<file path="config.mk">
export PLATFORM = sky130hd
export DESIGN_NAME = spi_arbiter_flat
export DESIGN_NICKNAME = d
export VERILOG_FILES = /design/src/rtl/spi_arbiter_if.sv /design/src/rtl/spi_arbiter.sv /design/src/flat_wrapper.sv
export SDC_FILE = /design/constraint.sdc
export NUM_CORES = 1
export LEC_CHECK = 0
export ABC_AREA = 1
export BUFFER_PORTS_ARGS = -buffer_cell sky130_fd_sc_hd__buf_4
export CAP_MARGIN = 20
export CORE_MARGIN = 1
export CORE_UTILIZATION = 40
export DETAILED_ROUTE_END_ITERATION = 6
export PLACE_DENSITY = 0.71
export RECOVER_POWER = 50
export SYNTH_ARGS = -nofsm -noshare
export SYNTH_HDL_FRONTEND = slang
export SYNTH_SLANG_ARGS = --single-unit
</file>
<file path="constraint.sdc">
create_clock -name clk_i -period 1.2 [get_ports clk_i]
set_input_delay 0.12 -clock clk_i [delete_from_list [all_inputs] [get_ports clk_i]]
set_output_delay 0.12 -clock clk_i [all_outputs]
set_load 0.02 [all_outputs]
</file>
<file path="src/rtl/spi_arbiter_if.sv">
// Bundle between spi_arbiter, its two requesters and the SPI master.
// slave: arbiter side; master: requester/SPI-master side.
interface spi_arbiter_if;
    logic       req0;
    logic       req1;
    logic [7:0] data0;
    logic [7:0] data1;
    logic [1:0] mode0;
    logic [1:0] mode1;
    logic       cs;
    logic       gnt0;
    logic       gnt1;
    logic       done0;
    logic       done1;
    logic       err;
    logic       enable;
    logic [7:0] datainput;
    logic       ckp;
    logic       cph;

    modport slave (
        input  req0, req1, data0, data1, mode0, mode1, cs,
        output gnt0, gnt1, done0, done1, err, enable,
        output datainput, ckp, cph
    );

    modport master (
        output req0, req1, data0, data1, mode0, mode1, cs,
        input  gnt0, gnt1, done0, done1, err, enable,
        input  datainput, ckp, cph
    );
endinterface

</file>
<file path="src/rtl/spi_arbiter.sv">
// Round-robin arbiter sharing one SPI master between two requesters.
// Define SPI_ARBITER_TIMEOUT_EN to bound the wait for CS low in START.
module spi_arbiter #(
    parameter int unsigned TIMEOUT_CYCLES = 16
) (
    input  logic         clk_i,
    input  logic         rst_ni,
    spi_arbiter_if.slave bus
);
    localparam logic [1:0] S_IDLE  = 2'd0;
    localparam logic [1:0] S_START = 2'd1;
    localparam logic [1:0] S_XFER  = 2'd2;
    localparam logic [1:0] S_DONE  = 2'd3;

    logic [1:0] state_q, state_d;
    logic       ptr_q, ptr_d;
    logic [1:0] gnt_q, gnt_d;
    logic [1:0] done_q, done_d;
    logic       en_q, en_d;
    logic [7:0] data_q, data_d;
    logic [1:0] mode_q, mode_d;
    logic       win;
    logic       tmo;

    // ptr_q holds the last requester served; on contention the other wins
    assign win = (bus.req0 && bus.req1) ? ~ptr_q : bus.req1;

`ifdef SPI_ARBITER_TIMEOUT_EN
    logic [7:0] cnt_q, cnt_d;
    logic       err_q, err_d;

    assign tmo = (cnt_q + 8'd1) == 8'(TIMEOUT_CYCLES);

    always_comb begin
        cnt_d = cnt_q;
        err_d = 1'b0;
        if (state_q == S_IDLE) begin
            cnt_d = 8'd0;
        end else if (state_q == S_START) begin
            cnt_d = cnt_q + 8'd1;
            err_d = bus.cs && tmo;
        end
    end

    always_ff @(posedge clk_i or negedge rst_ni) begin
        if (!rst_ni) begin
            cnt_q <= 8'd0;
            err_q <= 1'b0;
        end else begin
            cnt_q <= cnt_d;
            err_q <= err_d;
        end
    end

    assign bus.err = err_q;
`else
    assign tmo     = 1'b0;
    assign bus.err = 1'b0;
`endif

    always_comb begin
        state_d = state_q;
        ptr_d   = ptr_q;
        gnt_d   = gnt_q;
        done_d  = 2'b00;
        en_d    = en_q;
        data_d  = data_q;
        mode_d  = mode_q;
        unique case (state_q)
            S_IDLE: begin
                if (bus.req0 || bus.req1) begin
                    state_d = S_START;
                    gnt_d   = win ? 2'b10 : 2'b01;
                    en_d    = 1'b1;
                    data_d  = win ? bus.data1 : bus.data0;
                    mode_d  = win ? bus.mode1 : bus.mode0;
                end
            end
            S_START: begin
                if (!bus.cs) begin
                    state_d = S_XFER;
                    en_d    = 1'b0;
                end else if (tmo) begin
                    state_d = S_DONE;
                    en_d    = 1'b0;
                    done_d  = gnt_q;
                end
            end
            S_XFER: begin
                if (bus.cs) begin
                    state_d = S_DONE;
                    done_d  = gnt_q;
                end
            end
            S_DONE: begin
                state_d = S_IDLE;
                ptr_d   = gnt_q[1];
                gnt_d   = 2'b00;
                en_d    = 1'b0;
                data_d  = 8'd0;
                mode_d  = 2'b00;
            end
            default: state_d = S_IDLE;
        endcase
    end

    always_ff @(posedge clk_i or negedge rst_ni) begin
        if (!rst_ni) begin
            state_q <= S_IDLE;
            ptr_q   <= 1'b1;
            gnt_q   <= 2'b00;
            done_q  <= 2'b00;
            en_q    <= 1'b0;
            data_q  <= 8'd0;
            mode_q  <= 2'b00;
        end else begin
            state_q <= state_d;
            ptr_q   <= ptr_d;
            gnt_q   <= gnt_d;
            done_q  <= done_d;
            en_q    <= en_d;
            data_q  <= data_d;
            mode_q  <= mode_d;
        end
    end

    assign bus.gnt0      = gnt_q[0];
    assign bus.gnt1      = gnt_q[1];
    assign bus.done0     = done_q[0];
    assign bus.done1     = done_q[1];
    assign bus.enable    = en_q;
    assign bus.datainput = data_q;
    assign bus.ckp       = mode_q[1];
    assign bus.cph       = mode_q[0];
endmodule

</file>
<file path="src/flat_wrapper.sv">
// flat-port wrapper written by rule: the top's interface ports become plain ports
module spi_arbiter_flat 
#(
    parameter int unsigned TIMEOUT_CYCLES = 16
)
  (clk_i, rst_ni, bus_req0, bus_req1, bus_data0, bus_data1, bus_mode0, bus_mode1, bus_cs, bus_gnt0, bus_gnt1, bus_done0, bus_done1, bus_err, bus_enable, bus_datainput, bus_ckp, bus_cph);
  spi_arbiter_if bus_i ();
  input  logic clk_i;
  input  logic rst_ni;
  input wire logic [$bits(bus_i.req0)-1:0] bus_req0;
  input wire logic [$bits(bus_i.req1)-1:0] bus_req1;
  input wire logic [$bits(bus_i.data0)-1:0] bus_data0;
  input wire logic [$bits(bus_i.data1)-1:0] bus_data1;
  input wire logic [$bits(bus_i.mode0)-1:0] bus_mode0;
  input wire logic [$bits(bus_i.mode1)-1:0] bus_mode1;
  input wire logic [$bits(bus_i.cs)-1:0] bus_cs;
  output wire logic [$bits(bus_i.gnt0)-1:0] bus_gnt0;
  output wire logic [$bits(bus_i.gnt1)-1:0] bus_gnt1;
  output wire logic [$bits(bus_i.done0)-1:0] bus_done0;
  output wire logic [$bits(bus_i.done1)-1:0] bus_done1;
  output wire logic [$bits(bus_i.err)-1:0] bus_err;
  output wire logic [$bits(bus_i.enable)-1:0] bus_enable;
  output wire logic [$bits(bus_i.datainput)-1:0] bus_datainput;
  output wire logic [$bits(bus_i.ckp)-1:0] bus_ckp;
  output wire logic [$bits(bus_i.cph)-1:0] bus_cph;
  assign bus_i.req0 = bus_req0;
  assign bus_i.req1 = bus_req1;
  assign bus_i.data0 = bus_data0;
  assign bus_i.data1 = bus_data1;
  assign bus_i.mode0 = bus_mode0;
  assign bus_i.mode1 = bus_mode1;
  assign bus_i.cs = bus_cs;
  assign bus_gnt0 = bus_i.gnt0;
  assign bus_gnt1 = bus_i.gnt1;
  assign bus_done0 = bus_i.done0;
  assign bus_done1 = bus_i.done1;
  assign bus_err = bus_i.err;
  assign bus_enable = bus_i.enable;
  assign bus_datainput = bus_i.datainput;
  assign bus_ckp = bus_i.ckp;
  assign bus_cph = bus_i.cph;
  spi_arbiter #(.TIMEOUT_CYCLES(TIMEOUT_CYCLES)) u_core (.clk_i(clk_i), .rst_ni(rst_ni), .bus(bus_i));
endmodule
</file>
==> impl_metrics.py <==
metrics = {
    "synth": {
        "yosys_register_bits": 18,
        "synth.top_cells.by_area": "dfrtp_1 (43%), nand2_1 (24%), nand3_1 (12%)",
        "ys_types": 14,
        "synth_area_per_cell_um2": 7.37,
        "synthesized_instance_count": 134,
        "syn-num-nets": 164,
        "synthDominantCellAreaShare_pct": 43.1,
        "post-synth-top-area-cell": "dfrtp_1",
        "synth_seq_area_share_pct": 45.8,
        "yosysWarningCount": 0,
        "synth.cell_area_um2": 987,
    },
    "global_routing": {
        "grt_overflow": 0,
        "grt_start_max_net_pins": 19,
        "globalRouteTotalUtil_pct": 21.4,
        "grt_first_pass_wirelength_mm": 4.24,
        "antenna_found_initial": 0,
        "number_of_global_route_vias_before_repair": 1018,
    },
    "critical_path": {
        "timing.reg2reg.worst_path_depth": 7,
        "critical_path_class": "reg -> reg",
        "reg2reg_to": "u_core.mode_q[0]",
        "crit_path_cell_trace": "nand2_1, nand2_2, buf_4, nand2_1, nand2_2, nand3_4, nand2_2",
        "crit_path_end_kind": "register",
        "critPathMaxStageDelay_ns": 0.54,
        "timing.critical_path.fanout_max": 3,
        "worst_ep_required_time_ns": 1.45,
        "cp_common_cell": "nand2_2",
        "critical_path_arrival_ns": 1.47,
        "timing.critical_path.from_type": "register",
        "crit-reg2reg-launch": "u_core.ptr_q",
        "worst_path_dominant_cell_family": "flip-flops",
        "ff2ff_setup_slack_ns": -0.02,
        "critical_path_buf_inv_count": 1,
        "critPathSlowestCell": "dfstp_2",
    },
    "power": {
        "p_comb_share_pct": 65.2,
        "p_leak_nw": 0.886,
        "power.internal_mw": 2.25,
        "switching_share_pct": 45.0,
        "switchingPower_mw": 1.84,
        "power.sequential.fraction_pct": 25.5,
        "ir_drop_mv": 1.76,
        "cell_area_power_density_mw_per_mm2": 2520,
        "p_clk_share_pct": 9.3,
        "totalPowerFinal_mw": 4.09,
    },
    "timing": {
        "post-route-min-period_ns": 1.22,
        "grt_setup_unrepaired": "true",
        "layout_worst_path_cycle_share_pct": 102,
        "fin_worst_skew_ns": 0.00316,
        "post_route_setup_slack_ns": -0.0186,
        "hold_viol_final": 0,
        "slew_violations": 0,
        "finalSetupViolCount": 2,
        "achievable-frequency_mhz": 821,
    },
    "floorplanning": {
        "chipWidth_um": 51.7,
        "row_count": 17,
        "count_of_pins_on_the_block_boundary": 41,
        "die_y_um": 51.7,
        "fp.dieArea_mm2": 0.00267,
        "core_mm2": 0.00228,
        "initial_utilization_pct": 43.4,
    },
    "drt": {
        "route.detailed.wl_per_inst_um": 13.2,
        "routed_via_density": 5.09,
        "drt_drc_violations_left": 0,
        "detailedRoute.firstIterationViolations": 10,
        "routed-via-count": 1085,
        "detail_route.wirelength_mm": 2.81,
        "first_pass_iters": 4,
        "postRouteAntennaNets": 0,
    },
    "placement": {
        "placement.cell_area_mm2": 0.00136,
        "placement.io_buffers": 39,
        "placedCellCount": 204,
        "gp_congestion": 0.757,
        "pre_cts_ws_ns": -0.0448,
        "place.detailed.hpwl_mm": 1.80,
    },
    "clocking": {
        "cts_sinks": 18,
        "cts.path.max_buffers": 2,
        "clkTransAtPathRegs_ns": 0.11,
        "clock_latency_ns": 0.30,
        "number_of_cts_inserted_buffers": 3,
        "cts_root_buffer": "clkbuf_4",
        "cts_tree": "done",
        "h-tree-depth": 1,
    },
    "hold_path": {
        "holdPathEnd": "u_core.done_q[1]",
        "hold_path_startpoint": "bus_cs",
        "worstHoldPathCells": 3,
        "timing.hold.worst.class": "in -> reg",
    },
    "final_layout": {
        "num-nets-final": 216,
        "antennaDiodeCount": 0,
        "fin_util_pct": 71.2,
        "layout.cell_area.non_filler_mm2": 0.00162,
        "syn_to_final_growth_pct": 64.3,
        "instances_no_fill": 213,
        "fraction_of_layout_cells_with_a_size_suffix_above_1_pct": 50.8,
    },
    "job": {
        "max_cap_violations": 0,
    },
    "outcome": {
        "status": "finished with violations",
        "failed_checks": "setup timing",
    },
}
==> through the flow <==
| stage | setup TNS, ns | hold slack (ns) |
|---|---|---|
| after floorplan | 0 | -0.176 |
| after global placement | -0.0214 | -0.00163 |
| after detailed placement | -0.416 | 0.000291 |
| after CTS | -0.0935 | 0.0599 |
| after global routing | -0.824 | 0.0596 |
| final | -0.0310 | 0.0692 |
==> cells in the final DEF, fill, tap and decap left out <==
cell            n
ha_4            3
nand2_1        51
inv_4           1
ha_1            1
o21ai_2         2
inv_2           4
buf_6           5
nand3_4         2
conb_1          1
clkbuf_4        3
nand2_2         8
nand2_4         3
nor2_1          4
nand3_1        10
buf_4          46
o21ai_1         2
dlygate4sd3_1   1
clkbuf_2        1
buf_12          1
ha_2            1
nand3_2        11
dfrtp_1        17
clkbuf_8        1
nor2_2          1
inv_1           4
dfstp_2         1
==> worst max-delay path by stage <==
stage | slack, ns | cells after the start | endpoint | start
after detailed placement | -0.04 | 8 | u_core.bus.datainput[0] | u_core.state_q[1]
after global placement | -0.007 | 6 | u_core.state_q[0] | u_core.state_q[0]
after CTS | -0.02 | 8 | u_core.bus.datainput[4] | u_core.state_q[1]
after global routing | -0.07 | 7 | u_core.bus.datainput[0] | u_core.ptr_q
after floorplan | 0.006 | 8 | u_core.bus.datainput[0] | u_core.state_q[0]
final | -0.02 | 7 | u_core.mode_q[0] | u_core.ptr_q
==> worst min-delay path: stages <==
cell,delay [ns]
buf_4,0.13
nand2_1,0.06
nor2_1,0.03
==> cells in the mapped netlist, drive strengths merged <==
library cell and instances:
conb 1, o21ai 4, ha 5, inv 9, nand2 62, dfstp 1, nand3 23, buf 7
nor2 5, dfrtp 17
==> power groups by stage <==
stage	Combinational [mW]	Clock, mW	Sequential, mW
floorplan	0.990	0	1.29
global placement	1.94	0	1.04
detailed placement	1.99	0	1.05
CTS	2.30	0.381	1.04
global route	2.90	0.417	1.07
finish	2.67	0.382	1.04
==> logic make-up (layout without fill, tap and decap cells) <==
family                     Yosys count  after routing  share of synthesized area, %
buffers and inverters               16             67                          8.36
and+or+nand+nor                     90             90                          37.1
adders and majority gates            5              5                          6.34
other                                1              1                         0.380
AOI/OAI and AO/OA                    4              4                          2.03
DFF                                 18             18                          45.8
==> flip-flops by register name, indices dropped and copies added, names as in the netlist <==
register / count
u_core.bus.enable: 1
u_core.state_q: 2
u_core.bus.datainput: 8
u_core.mode_q: 2
u_core.gnt_q: 2
u_core.ptr_q: 1
u_core.done_q: 2
==> layer usage <==
layer  track usage (%)  routed length (um)  vias up
met5                 0                   0        -
met1              25.5                1090      519
met3              2.34                 147        2
met2              39.2                1550       46
met4              7.66                  23        0
li1                  -                   -      518
==> repair_timing <==
item	in CTS	in global routing
resized for setup	19	29
hold buffers	1	0
hold endpoints to repair	18	0
setup endpoints to repair	15	15
buffers inserted	3	1
pin swaps	9	17
==> area by class of cell <==
| type | instances | area [um^2] |
|---|---|---|
| fillers | 179 | 654 |
| multi-input cells | 100 | 626 |
| flip-flops and latches | 18 | 452 |
| repair buffers | 54 | 437 |
| clock buffers | 4 | 36.3 |
| inverters | 9 | 36.3 |
| well taps | 28 | 35.0 |
(Power assumes the default switching activity.)
